<file path="config.mk">
export PLATFORM = sky130hd
export DESIGN_NAME = mem_port_arbiter
export DESIGN_NICKNAME = d
export VERILOG_FILES = /design/src/rtl/mem_arb_pkg.sv /design/src/rtl/mem_burst_counter.sv /design/src/rtl/mem_port_arbiter.sv
export SDC_FILE = /design/constraint.sdc
export NUM_CORES = 1
export LEC_CHECK = 0
export ABC_AREA = 0
export CORE_AREA = 3 3 105 107
export DETAILED_ROUTE_END_ITERATION = 8
export DIE_AREA = 0 0 108 110
export HOLD_SLACK_MARGIN = 0.06
export PLACE_DENSITY_LB_ADDON = 0.1
export SLEW_MARGIN = 25
export SYNTH_ARGS = -nofsm -noshare
export SYNTH_HDL_FRONTEND = slang
export SYNTH_HIERARCHICAL = 1
export SYNTH_SLANG_ARGS = --single-unit
</file>
<file path="constraint.sdc">
create_clock -name clk -period 2.7 [get_ports clk]
set_clock_uncertainty 0.15 [all_clocks]
set_input_delay 0.675 -clock clk [delete_from_list [all_inputs] [get_ports clk]]
set_output_delay 0.675 -clock clk [all_outputs]
set_load 0.05 [all_outputs]
</file>
<file path="src/rtl/mem_arb_pkg.sv">
// rtl/mem_arb_pkg.sv - shared constants, state encodings and line-align helper for the memory port arbiter
package mem_arb_pkg;

    // Arbiter FSM state encoding
    typedef logic [1:0] arb_state_t;
    localparam arb_state_t IDLE   = 2'd0;
    localparam arb_state_t I_XFER = 2'd1;
    localparam arb_state_t D_XFER = 2'd2;

    localparam int WORD_BYTES       = 4;
    localparam int LINE_WORDS_DEF   = 4;
    localparam int OFFSET_W         = $clog2(LINE_WORDS_DEF) + 2;

    // Byte-offset width of a line holding line_words 32-bit words
    function automatic int offset_width(input int line_words);
        return $clog2(line_words) + 2;
    endfunction

    // Clear the in-line byte offset so the address points at word 0 of its line
    function automatic logic [63:0] line_align(input logic [63:0] addr, input int off_w);
        logic [63:0] mask;
        mask = (64'd1 << off_w) - 64'd1;
        return addr & ~mask;
    endfunction

endpackage

</file>
<file path="src/rtl/mem_burst_counter.sv">
// rtl/mem_burst_counter.sv - beat counter for one line burst with clear, enable and last-beat flag
//
// Ports:
//   clk, rst_n : clock, asynchronous active-low reset
//   clear      : return count to word 0 (burst grant)
//   en         : advance one word (accepted memory beat)
//   count      : current word index within the line
//   last       : count is on the final word of the line
module mem_burst_counter #(
    parameter int LINE_WORDS = 4,
    localparam int CNT_W     = $clog2(LINE_WORDS)
) (
    input  logic             clk,
    input  logic             rst_n,
    input  logic             clear,
    input  logic             en,
    output logic [CNT_W-1:0] count,
    output logic             last
);

    always_ff @(posedge clk or negedge rst_n) begin
        if (!rst_n) begin
            count <= '0;
        end else if (clear) begin
            count <= '0;
        end else if (en) begin
            // LINE_WORDS is a power of two, so the final beat wraps back to 0
            count <= count + 1'b1;
        end
    end

    assign last = (count == CNT_W'(LINE_WORDS - 1));

endmodule

</file>
<file path="src/rtl/mem_port_arbiter.sv">
// rtl/mem_port_arbiter.sv - shares the main-memory port between ICache refills and DCache refills/writebacks
//
// Optional build macro: MEM_ARB_RR_EN (round-robin on simultaneous requests;
// otherwise the DCache always wins a tie).
//
// Ports:
//   clk, rst_n                  : clock, asynchronous active-low reset
//   IReq, IAddr                 : ICache refill request and miss address
//   IRData, IRValid, IDone      : refill word to ICache, its valid, burst-complete pulse
//   DReq, DWe, DAddr            : DCache request, writeback(1)/refill(0), line address
//   DWData, DWReady             : writeback word and its consumed strobe
//   DRData, DRValid, DDone      : refill word to DCache, its valid, burst-complete pulse
//   MemReq, MemWe, MemAddr,
//   MemWData                    : memory beat request, direction, word address, write data
//   MemRData, MemAck            : memory read data and beat handshake
module mem_port_arbiter
    import mem_arb_pkg::*;
#(
    parameter int ADDR_W     = 32,
    parameter int DATA_W     = 32,
    parameter int LINE_WORDS = 4
) (
    input  logic              clk,
    input  logic              rst_n,
    input  logic              IReq,
    input  logic [ADDR_W-1:0] IAddr,
    output logic [DATA_W-1:0] IRData,
    output logic              IRValid,
    output logic              IDone,
    input  logic              DReq,
    input  logic              DWe,
    input  logic [ADDR_W-1:0] DAddr,
    input  logic [DATA_W-1:0] DWData,
    output logic              DWReady,
    output logic [DATA_W-1:0] DRData,
    output logic              DRValid,
    output logic              DDone,
    output logic              MemReq,
    output logic              MemWe,
    output logic [ADDR_W-1:0] MemAddr,
    output logic [DATA_W-1:0] MemWData,
    input  logic [DATA_W-1:0] MemRData,
    input  logic              MemAck
);

    localparam int CNT_W      = $clog2(LINE_WORDS);
    localparam int LINE_OFF_W = offset_width(LINE_WORDS);

    arb_state_t        state;
    logic [ADDR_W-1:0] base;
    logic              wflag;
    logic [CNT_W-1:0]  cnt;
    logic              cnt_last;

    logic busy;
    logic i_pend;
    logic d_pend;
    logic grant_i;
    logic grant_d;
    logic grant;
    logic beat_ack;
    logic last_ack;

    assign busy = (state != IDLE);

    // A requester still sees its own Done in the cycle after its burst, and
    // its Req is allowed to still be high then; that must not re-grant it.
    assign i_pend = IReq & ~IDone;
    assign d_pend = DReq & ~DDone;

`ifdef MEM_ARB_RR_EN
    // 1 = DCache was served last; reset value favours the ICache as "last"
    logic last_d;

    always_comb begin
        grant_d = 1'b0;
        grant_i = 1'b0;
        if (state == IDLE) begin
            if (d_pend && i_pend) begin
                grant_d = ~last_d;
                grant_i = last_d;
            end else begin
                grant_d = d_pend;
                grant_i = i_pend;
            end
        end
    end

    always_ff @(posedge clk or negedge rst_n) begin
        if (!rst_n) begin
            last_d <= 1'b0;
        end else if (grant_d) begin
            last_d <= 1'b1;
        end else if (grant_i) begin
            last_d <= 1'b0;
        end
    end
`else
    always_comb begin
        grant_d = 1'b0;
        grant_i = 1'b0;
        if (state == IDLE) begin
            grant_d = d_pend;
            grant_i = i_pend & ~d_pend;
        end
    end
`endif

    assign grant    = grant_i | grant_d;
    assign beat_ack = MemAck & busy;
    assign last_ack = beat_ack & cnt_last;

    mem_burst_counter #(
        .LINE_WORDS (LINE_WORDS)
    ) u_cnt (
        .clk   (clk),
        .rst_n (rst_n),
        .clear (grant),
        .en    (beat_ack),
        .count (cnt),
        .last  (cnt_last)
    );

    always_ff @(posedge clk or negedge rst_n) begin
        if (!rst_n) begin
            state <= IDLE;
            base  <= '0;
            wflag <= 1'b0;
            IDone <= 1'b0;
            DDone <= 1'b0;
        end else begin
            IDone <= 1'b0;
            DDone <= 1'b0;
            case (state)
                IDLE: begin
                    if (grant_d) begin
                        state <= D_XFER;
                        base  <= ADDR_W'(line_align(64'(DAddr), LINE_OFF_W));
                        wflag <= DWe;
                    end else if (grant_i) begin
                        state <= I_XFER;
                        base  <= ADDR_W'(line_align(64'(IAddr), LINE_OFF_W));
                        wflag <= 1'b0;
                    end
                end
                I_XFER: begin
                    if (last_ack) begin
                        state <= IDLE;
                        IDone <= 1'b1;
                    end
                end
                D_XFER: begin
                    if (last_ack) begin
                        state <= IDLE;
                        DDone <= 1'b1;
                    end
                end
                default: state <= IDLE;
            endcase
        end
    end

    // Memory side: everything is qualified by busy so IDLE presents all zeros
    assign MemReq   = busy;
    assign MemWe    = busy & wflag;
    assign MemAddr  = busy ? (base + (ADDR_W'(cnt) << $clog2(WORD_BYTES))) : '0;
    assign MemWData = (busy && wflag) ? DWData : '0;

    // Cache side: read data is a straight pass-through qualified by the ack
    assign IRData  = MemRData;
    assign DRData  = MemRData;
    assign IRValid = beat_ack & (state == I_XFER);
    assign DRValid = beat_ack & (state == D_XFER) & ~wflag;
    assign DWReady = beat_ack & (state == D_XFER) & wflag;

endmodule

</file>
==> results of run 1 <==
[state kept, by name, indices dropped and copies added, names as in the netlist]
name	flops
DDone	1
IDone	1
base	28
state	2
u_cnt/count	2
wflag	1
[final cells by class]
type	instances	area (um^2)	share of cell area
timing repair buffer	168	1560	0.407
multi-input combinational	151	1110	0.289
sequential	35	876	0.229
tap	136	170	0.0444
clock buffer	8	100	0.0261
inverter	4	15.0	0.00392
[layout by cell type (no fill, tap or decap)]
cell type,count
clkdlybuf4s50_1,94
buf_4,67
dfrtp_1,35
and2_1,34
nor2b_1,31
and3_1,31
a221o_1,28
clkbuf_8,7
buf_12,5
inv_1,3
nor2_1,3
ha_1,3
nand2_1,2
conb_1,2
inv_2,1
and2b_4,1
and2b_1,1
nor2b_4,1
o21ai_2,1
nor2_2,1
nand2b_4,1
nor3_4,1
nand3b_1,1
a22oi_1,1
o22ai_1,1
a32o_1,1
a21oi_1,1
o22a_1,1
ha_2,1
clkbuf_1,1
and2b_2,1
buf_2,1
buf_6,1
mux2i_1,1
xnor2_1,1
[per-stage QoR]
step	area (um^2)	setup WS [ns]	util	power, uW
floorplan	2600	0.0936	-	3190
global placement	3720	0.118	0.363	3780
detailed placement	3720	0.111	0.363	3790
CTS	3820	-0.00286	0.373	4240
global route	3830	0.00255	0.374	4480
finish	3830	0.111	0.374	4210
[path summary, 6_finish.rpt]
check | endpoint | slack (ns) | cells past startpoint
min | base[13] | 0.34 | 1
max reg2reg | base[31] | 0.49 | 7
max | DWReady | 0.11 | 4
min reg2reg | base[13] | 0.36 | 1
max in group asynchronous | base[31] | 1.53 | 1
min in group clk | base[13] | 0.36 | 1
[logic make-up (layout without fill, tap and decap cells)]
logic type,after synthesis,after routing,synth area share
simple gates,108,109,0.267
buf+inv,88,180,0.241
flops,35,35,0.338
compound gates,34,34,0.126
fa+ha+maj,4,4,0.0193
other cells,1,2,0.00145
xor+xnor,1,1,0.00338
mux,1,1,0.00387
[where the power goes]
part	internal, uW	switching, uW	total [uW]
Clock	233	191	425
Sequential	759	120	878
Combinational	1060	1850	2910
[layer usage]
metal	global-route usage	vias up	wire, um
li1	-	1045	-
met4	0.0361	0	123
met1	0.169	1004	3530
met3	0.0309	20	580
met2	0.209	81	3990
met5	0	-	0
[repair_timing]
action	in CTS	in global routing
hold endpoints to repair	0	0
gates resized for setup	0	3
setup endpoints to repair	1	64
gates cloned	0	1
hold buffers	0	0
[worst register-to-register path, cell delays in order (launching register included)]
cell and delay, ns:
dfrtp_1 0.41, inv_1 0.10, ha_2 0.23, buf_6 0.37
inv_2 0.13, nor3_4 0.18, buf_4 0.34, a221o_1 0.24
==> results.toml, run 1 <==
[synthesis]
ys_warn_count = 6
synthTopCellsByCount = "66 x buf_4, 35 x dfrtp_1, 34 x and2_1, 31 x and3_1, 31 x nor2b_1"
synth.area.top_cells = "dfrtp_1 34%, buf_4 19%, a221o_1 11%, and2_1 8.2%, and3_1 7.5%"
synth_largest_area_cell = "dfrtp_1"
synth_edf_count = 0
ys_seq_area_frac = 0.338
ys_seq_elements = 35
avgSynthCellArea_um2 = 9.52
syn_area_um2 = 2590
synth.distinct_cells = 28
synth_top_area_frac = 0.338
ys_async_sr_fraction = 1.00
netlist_instances = 272
synth_ff_type = "dfrtp_1"
synth.most_common_cell = "buf_4"

[timing]
fmax_ghz = 0.386
max_slew_margin = 0.440
tightestPinTransition_ns = 0.840
fin_crit_ns = 2.59
fin_hold_ws_ns = 0.341
slew_violations = 0
grt_setup_unrepaired = "no"
hold_violations = 0
setup_violations = 0
setup_tns_ns = 0
finalCritPeriodShare = 0.959

[drt]
ant_nets = 0
vias = 2150
vias_per_cell = 4.28
wl_per_cell_um = 16.4
routed_wl_mm = 8.23
dr.pass1.iters = 4
drc = 0
dr.first_iter.drc_count = 85

[critical_path]
arrival_ns = 1.76
crit_slowest_cell = "clkdlybuf4s50_1"
crit_type = "in2out"
reg2reg_from = "state[0]"
slowest_delay_ns = 0.47
startpoint = "MemAck"
crit_family = "buffers and inverters"
worstPathMaxFanout = 4
path_cells = "clkdlybuf4s50_1 > nor2b_1 > and3_1 > buf_12"
cp.required_ns = 1.88
timing.critical_path.to_type = "output port"
critPathLaunchType = "input port"
crit_buf_inv = 2

[pwr]
powerDensity_nw_per_um2 = 1100
p_leak_uw = 0.00181
vdd_drop_max_v = 0.000426

[die]
die_area_um2 = 11900
core_area_um2 = 10200
die_y_um = 110
rows = 37
ios = 269
die_x_um = 108
start_util = 0.253

[cts]
cts_buffers = 5
clk_pin_slew_ns = 0.07
clk_latency_ns = 0.28
clockBufferDepth = 2
tritoncts = "built"
post_cts_buffers = 0
clkSinkCount = 35
cts_max_level = 2
cts_root_buffer = "clkbuf_8"

[place]
dp_hpwl_mm = 5.76
io_buffers = 162
gp_congestion = 0.708
dp.cells = 493

[grt]
first_global_vias = 2060
grt-ovfl-total = 0
antenna_found_initial = 0
grt_pass1_wl_mm = 11.9
grtUsageTotal = 0.128
grt_max_degree = 65

[cells_and_area]
final_cells = 502
drive_gt1_frac = 0.246
area_delta_synth_final_pct = 47.9
fillCellCount = 1053
num_antenna_cells = 0
num-nets-final = 503

[flow_run]
maxCapViolCount = 0

[worst_hold_path]
hold_class = "in2async"

[run_status]
outcome = "completed"
(Power assumes the default switching activity.)
==> inputs of run 2 (changes only) <==
--- a/config.mk
+++ b/config.mk
@@ -5,7 +5,7 @@
 export SDC_FILE = /design/constraint.sdc
 export NUM_CORES = 1
 export LEC_CHECK = 0
-export ABC_AREA = 0
+export CAP_MARGIN = 20
 export CORE_AREA = 3 3 105 107
 export DETAILED_ROUTE_END_ITERATION = 8
 export DIE_AREA = 0 0 108 110
==> results of run 2 <==
No change in the layout: final DEF, timing and power equal those of run 1.
==> inputs of run 3 (changes only) <==
--- a/config.mk
+++ b/config.mk
@@ -7,11 +7,11 @@
 export LEC_CHECK = 0
 export CAP_MARGIN = 20
 export CORE_AREA = 3 3 105 107
+export CTS_CLUSTER_DIAMETER = 120
 export DETAILED_ROUTE_END_ITERATION = 8
 export DIE_AREA = 0 0 108 110
 export HOLD_SLACK_MARGIN = 0.06
 export PLACE_DENSITY_LB_ADDON = 0.1
-export SLEW_MARGIN = 25
 export SYNTH_ARGS = -nofsm -noshare
 export SYNTH_HDL_FRONTEND = slang
 export SYNTH_HIERARCHICAL = 1
==> results of run 3 <==
No change in the layout: final DEF, timing and power equal those of run 1.
